File: config.mk
export PLATFORM = sky130hd
export DESIGN_NAME = cu_command_arbiter
export DESIGN_NICKNAME = d
export VERILOG_FILES = /design/src/rtl/cu_command_arbiter.sv
export SDC_FILE = /design/constraint.sdc
export NUM_CORES = 1
export LEC_CHECK = 0
export ABC_AREA = 1
export CAP_MARGIN = 0
export CORE_ASPECT_RATIO = 0.9
export CORE_UTILIZATION = 30
export CTS_BUF_LIST = sky130_fd_sc_hd__clkbuf_4
export CTS_CLUSTER_SIZE = 20
export DETAILED_ROUTE_END_ITERATION = 12
export GPL_ROUTABILITY_DRIVEN = 1
export SETUP_SLACK_MARGIN = 0.05
export SYNTH_ARGS = -nofsm -noshare
export SYNTH_HDL_FRONTEND = slang
export SYNTH_SLANG_ARGS = --single-unit
File: constraint.sdc
create_clock -name clock -period 13 [get_ports clock]
set_input_delay 2.6 -clock clock [delete_from_list [all_inputs] [get_ports clock]]
set_output_delay 2.6 -clock clock [all_outputs]
set_load 0.05 [all_outputs]
File: src/rtl/cu_command_arbiter.sv
// Round-robin arbiter sharing the CU command buffer among NUM_REQUESTERS engines, with per-requester outstanding tracking.
// Optional credit gating is compiled in with `define CU_CMD_ARB_CREDIT_EN.
package cu_cmd_arb_pkg;
  typedef struct packed {
    logic       empty;
    logic       alfull;
    logic       full;
  } BufferStatus;

  typedef struct packed {
    logic        valid;
    logic [63:0] address;
    logic [7:0]  size;
    logic [3:0]  tag;
  } CommandBufferLine;

  typedef struct packed {
    logic [7:0] cu_id;
    logic [3:0] tag;
  } ResponseCmd;

  typedef struct packed {
    logic       valid;
    ResponseCmd cmd;
  } ResponseBufferLine;
endpackage

module cu_command_arbiter
  import cu_cmd_arb_pkg::*;
#(
  parameter int NUM_REQUESTERS  = 4,
  parameter int MAX_OUTSTANDING = 8,
  parameter int CNT_BITS        = $clog2(MAX_OUTSTANDING + 1)
) (
  input  logic                      clock,
  input  logic                      rst,
  input  logic                      enabled_in,
  input  BufferStatus               command_buffer_status,
  input  ResponseBufferLine         response_in,
  input  CommandBufferLine          request_in [NUM_REQUESTERS],
  output logic [NUM_REQUESTERS-1:0] request_ready_out,
  output CommandBufferLine          command_out,
  output logic [NUM_REQUESTERS-1:0] grant_out,
  output logic [NUM_REQUESTERS-1:0] outstanding_zero_out,
  output logic                      arb_error_out
);
  localparam int IDX = (NUM_REQUESTERS > 1) ? $clog2(NUM_REQUESTERS) : 1;

  CommandBufferLine                         slot [NUM_REQUESTERS];
  logic [NUM_REQUESTERS-1:0]                slot_valid;
  logic [NUM_REQUESTERS-1:0]                elig, gnt_now, accept, rsp_hit, underflow;
  logic [NUM_REQUESTERS-1:0][CNT_BITS-1:0]  out_cnt, cnt_nxt;
  logic [IDX-1:0]                           last_gnt, winner, cand;
  logic                                     any_gnt;

  logic unused_ok;
  assign unused_ok = ^{command_buffer_status.empty, command_buffer_status.full, response_in.cmd.tag};

  for (genvar i = 0; i < NUM_REQUESTERS; i++) begin : g_req
    assign rsp_hit[i] = response_in.valid && (32'(response_in.cmd.cu_id) == i);
`ifdef CU_CMD_ARB_CREDIT_EN
    assign elig[i] = slot_valid[i] & enabled_in & ~command_buffer_status.alfull &
                     (out_cnt[i] < CNT_BITS'(MAX_OUTSTANDING));
`else
    assign elig[i] = slot_valid[i] & enabled_in & ~command_buffer_status.alfull;
`endif
    assign request_ready_out[i] = enabled_in & (~slot_valid[i] | gnt_now[i]);
    assign accept[i]            = request_in[i].valid & request_ready_out[i];
    // a grant and a response in the same cycle cancel out, so only the lone response can underflow
    assign underflow[i] = rsp_hit[i] & ~gnt_now[i] & (out_cnt[i] == '0);
    assign cnt_nxt[i] =
      (gnt_now[i] & ~rsp_hit[i] & ~(&out_cnt[i])) ? out_cnt[i] + CNT_BITS'(1) :
      (rsp_hit[i] & ~gnt_now[i] & (|out_cnt[i]))  ? out_cnt[i] - CNT_BITS'(1) :
                                                     out_cnt[i];
  end

  // search begins one past the last winner and wraps, so the last winner has lowest priority
  always_comb begin
    any_gnt = 1'b0;
    winner  = '0;
    cand    = '0;
    for (int k = 1; k <= NUM_REQUESTERS; k++) begin
      cand = IDX'((int'(last_gnt) + k) % NUM_REQUESTERS);
      if (!any_gnt && elig[cand]) begin
        any_gnt = 1'b1;
        winner  = cand;
      end
    end
    gnt_now = any_gnt ? (NUM_REQUESTERS'(1) << winner) : '0;
  end

  always_ff @(posedge clock) begin
    if (rst) begin
      slot_valid           <= '0;
      last_gnt             <= '0;
      out_cnt              <= '0;
      outstanding_zero_out <= '1;
      command_out          <= '0;
      grant_out            <= '0;
      arb_error_out        <= 1'b0;
    end else begin
      for (int i = 0; i < NUM_REQUESTERS; i++) begin
        if (accept[i])       slot_valid[i] <= 1'b1;
        else if (gnt_now[i]) slot_valid[i] <= 1'b0;
        outstanding_zero_out[i] <= (cnt_nxt[i] == '0);
      end
      out_cnt   <= cnt_nxt;
      grant_out <= gnt_now;
      if (any_gnt) begin
        command_out       <= slot[winner];
        command_out.valid <= 1'b1;
        last_gnt          <= winner;
      end else begin
        command_out <= '0;
      end
      if (|underflow) arb_error_out <= 1'b1;
    end
  end

  // slot payload is qualified by slot_valid, so it needs no reset
  always_ff @(posedge clock) begin
    for (int i = 0; i < NUM_REQUESTERS; i++)
      if (accept[i]) slot[i] <= request_in[i];
  end
endmodule

==> flow_metrics.py <==
metrics = {
    "status": {
        "outcome": "complete, no violations",
    },
    "setup_path": {
        "cpLargestDelayFamily": "simple AND/OR/NAND/NOR gates",
        "setup.worst_path.end": "request_ready_out[0]",
        "worstPathCellList": "clkdlybuf4s50_1 > nand3_1 > nand2_1 > nand2_2 > nand2_1 > nand2_4 > nand2_2 > nor2_2 > nand3_1 > nand2_8 > nand3_4 > and2_4 > nor2_1 > clkdlybuf4s50_1",
        "worst_path_largest_cell_delay_ns": 0.81,
        "slowest_stage": "clkdlybuf4s50_1",
        "cp-start-kind": "primary input",
        "critPathArrivalTime_ns": 6.12,
        "critPathKind": "primary input to output pin",
        "critPathBufInv": 2,
        "startpoint": "enabled_in",
        "r2r_start": "last_gnt[0]$_SDFFE_PP0N_",
        "r2r_end": "slot[0][46]$_DFFE_PP_",
        "worstPathRequired_ns": 10.40,
        "cp_max_fo": 81,
        "rrSetupSlack_ns": 8.62,
        "path_depth": 14,
        "rr_worst_depth": 15,
        "critPathCaptureType": "output pin",
    },
    "synthesis": {
        "yosysWarnings": 0,
        "synth_adder_area_share_pct": 0.630,
        "async_flop_share_pct": 0,
        "synth_top_family_by_area": "simple AND/OR/NAND/NOR gates",
        "seq_area_frac_synth_pct": 71.0,
        "synth_area_mm2": 0.0159,
        "synth_fp_nets": 1627,
        "synth_edf_count": 304,
        "synthFlopType": "edfxtp_1",
        "synth-seq-cells": 412,
        "synth_simple_gate_area_share_pct": 14.7,
        "syn_inst": 1292,
        "synth_xor_area_share_pct": 0.551,
        "avgSynthCellArea_um2": 12.3,
        "ys_types": 46,
        "synthMuxAreaShare_pct": 0,
        "synth_compound_area_share_pct": 9.31,
    },
    "cts": {
        "path_clk_slew_ns": 0.07,
        "cts_max_level": 3,
        "cts_root_buffer": "clkbuf_4",
        "cts_resized": 0,
        "cts_tree": "built",
        "clkLatencyLatePin_ns": 0.89,
        "cts_inserted_buffers": 108,
        "cts.sinks": 412,
        "hold_buffers": 0,
        "cts_setup_buffers": 0,
        "ctsLongestPathBuffers": 3,
    },
    "min_path": {
        "hold_path.class": "flop to flop",
    },
    "timing": {
        "hold_violations": 0,
        "fin_ws_ns": 4.28,
        "max_slew_margin_pct": 30.9,
        "hold_slack_ns": 0.532,
        "setup_viol": 0,
        "finClkSkew_ns": 0.0552,
        "min_period_over_period_pct": 67.1,
        "slew_violations": 0,
        "worstMarginPinSlew_ns": 1.04,
        "rsz0062_at_grt": "false",
        "tns_ns": 0,
        "clock.fmax_mhz": 115,
        "period_minus_slack_ns": 8.72,
    },
    "global_route": {
        "grt_max_degree": 82,
        "grtUsageMet3_pct": 6.77,
        "antenna_found_initial": 9,
        "grtUsageMet2_pct": 27.5,
        "grt_most_used_layer": "met2",
        "grtUsageMet1_pct": 20.3,
        "grt.total_usage_pct": 16.9,
        "gr-total-overflow": 0,
        "grt_pass1_vias": 12100,
        "grt_pass1_wl_mm": 69.0,
    },
    "final_layout": {
        "drive_gt1_share_pct": 16.3,
        "final_common_cell": "clkdlybuf4s50_1",
        "fillers": 4974,
        "stdcell_count": 2550,
        "nets": 2096,
        "area_delta_synth_final_pct": 39.4,
        "final_cell_mix": "clkdlybuf4s50_1 (410), edfxtp_1 (304), nor2_1 (193)",
    },
    "pwr": {
        "clockPowerShare_pct": 24.9,
        "p_per_area_mw_per_mm2": 218,
        "max-vdd-ir-drop_mv": 0.138,
        "pwr-share-seq_pct": 34.1,
        "swShare_pct": 40.4,
        "p_int_w": 0.00288,
        "leakagePower_nw": 8.02,
        "p_comb_share_pct": 41.0,
        "p_sw_w": 0.00195,
    },
    "placed_design": {
        "globalplace.congestion": 0.815,
        "dp_worst_setup_slack_ns": 4.28,
        "portBuffers": 410,
        "dp_cells": 2339,
        "hpwlAfterDp_mm": 29.3,
    },
    "die": {
        "fp.coreArea_mm2": 0.0520,
        "rows": 79,
        "die_w_um": 245,
        "io_pins": 417,
        "start_util_pct": 30.6,
        "dieArea_mm2": 0.0539,
        "chipHeight_um": 220,
    },
    "drt": {
        "wl_per_cell_um": 18.2,
        "drt-total-wl_mm": 46.4,
        "vias": 11600,
        "drt_first_pass_iters": 5,
        "drc": 0,
        "final_antenna_net_count": 0,
        "drtIter0Drc": 568,
        "viasPerCell": 4.55,
    },
    "flow_run": {
        "cap_violations": 0,
    },
}
state kept, by name, indices dropped and copies added (netlist names):
signal / flops
outstanding_zero_out: 4
slot_valid: 4
arb_error_out: 1
command_out: 77
grant_out: 4
out_cnt: 16
slot: 304
last_gnt: 2
routing by layer:
metal,vias to the layer above,wire length [um]
li1,5587,-
met1,5497,19600
met2,414,21900
met3,93,3840
met4,12,1040
met5,-,74
cell type report:
class / instances / area, um2 / share of cell area, %
antenna: 7 / 17.5 / 0.0791
sequential: 412 / 11300 / 51.0
inverter: 61 / 238 / 1.07
clock inverter: 29 / 188 / 0.847
multi-input combinational: 755 / 4040 / 18.2
tap: 688 / 861 / 3.89
timing repair buffer: 423 / 4200 / 19.0
clock buffer: 175 / 1310 / 5.93
logic make-up (layout without fill, tap and decap cells):
group	count (synthesis)	count (layout)
adder cells (fa/ha/maj)	8	8
AND/OR/NAND/NOR	484	484
AO/OA/AOI/OAI	253	253
flip-flops	412	412
XOR/XNOR	10	10
other	0	7
buffers and inverters	125	688
worst reg2reg max path, delay by kind of cell, from the launching register on:
kind          cells  cell delay, ns
buf+inv           4            1.48
flops             1            0.52
simple gates     11            1.95
worst min-delay path by stage:
stage | start | end | slack [ns] | cells past startpoint
6_report | slot[3][44]$_DFFE_PP_ | command_out[44]$_SDFF_PP0_ | 0.53 | 2
5_1_grt | slot[3][60]$_DFFE_PP_ | command_out[60]$_SDFF_PP0_ | 0.56 | 2
4_1_cts | slot[3][15]$_DFFE_PP_ | command_out[15]$_SDFF_PP0_ | 0.53 | 2
3_5_place_dp | slot[3][15]$_DFFE_PP_ | command_out[15]$_SDFF_PP0_ | 0.52 | 2
3_3_place_gp | slot[3][64]$_DFFE_PP_ | command_out[64]$_SDFF_PP0_ | 0.52 | 2
2_1_floorplan | slot[3][0]$_DFFE_PP_ | command_out[0]$_SDFF_PP0_ | 0.51 | 2
power by group through the flow:
stage               logic [W]  registers [W]  clock network (W)
floorplan             0.00120        0.00190                  0
global placement      0.00199        0.00167                  0
detailed placement    0.00201        0.00167                  0
CTS                   0.00202        0.00165            0.00125
global route          0.00219        0.00166            0.00132
finish                0.00198        0.00165            0.00120
metrics by stage:
step | area [um2] | util (%) | total power, W
2_1_floorplan | 15900 | - | 0.00310
3_3_place_gp | 20600 | 39.7 | 0.00366
3_5_place_dp | 20600 | 39.7 | 0.00369
4_1_cts | 22100 | 42.6 | 0.00492
5_1_grt | 22100 | 42.6 | 0.00517
6_report | 22100 | 42.6 | 0.00483
synthesized netlist by cell type, types with 2 or more instances:
cell	n	area, um2
o21ai_0	85	425
dfxtp_1	108	2160
nand2_2	8	50.1
ha_1	8	100
nand2_1	109	409
nor2_1	193	724
buf_6	6	67.6
a21oi_1	86	430
nor4_2	2	25.0
o21ai_1	2	10.0
inv_2	4	15.0
buf_4	10	75.1
nor2_8	2	40.0
o211ai_2	2	25.0
buf_2	22	110
xor2_1	10	87.6
nand3_1	50	250
nand3_2	2	20.0
or2_2	62	388
nor3_1	10	50.1
inv_4	2	12.5
nand2_4	6	67.6
nor2_2	2	12.5
a32oi_1	2	17.5
clkbuf_1	24	90.1
inv_1	55	206
edfxtp_1	304	9130
or2_0	7	43.8
or2_1	7	43.8
o211ai_1	74	556
nand4_1	12	75.1
nor3b_2	2	25.0
(Power assumes the default switching activity.)
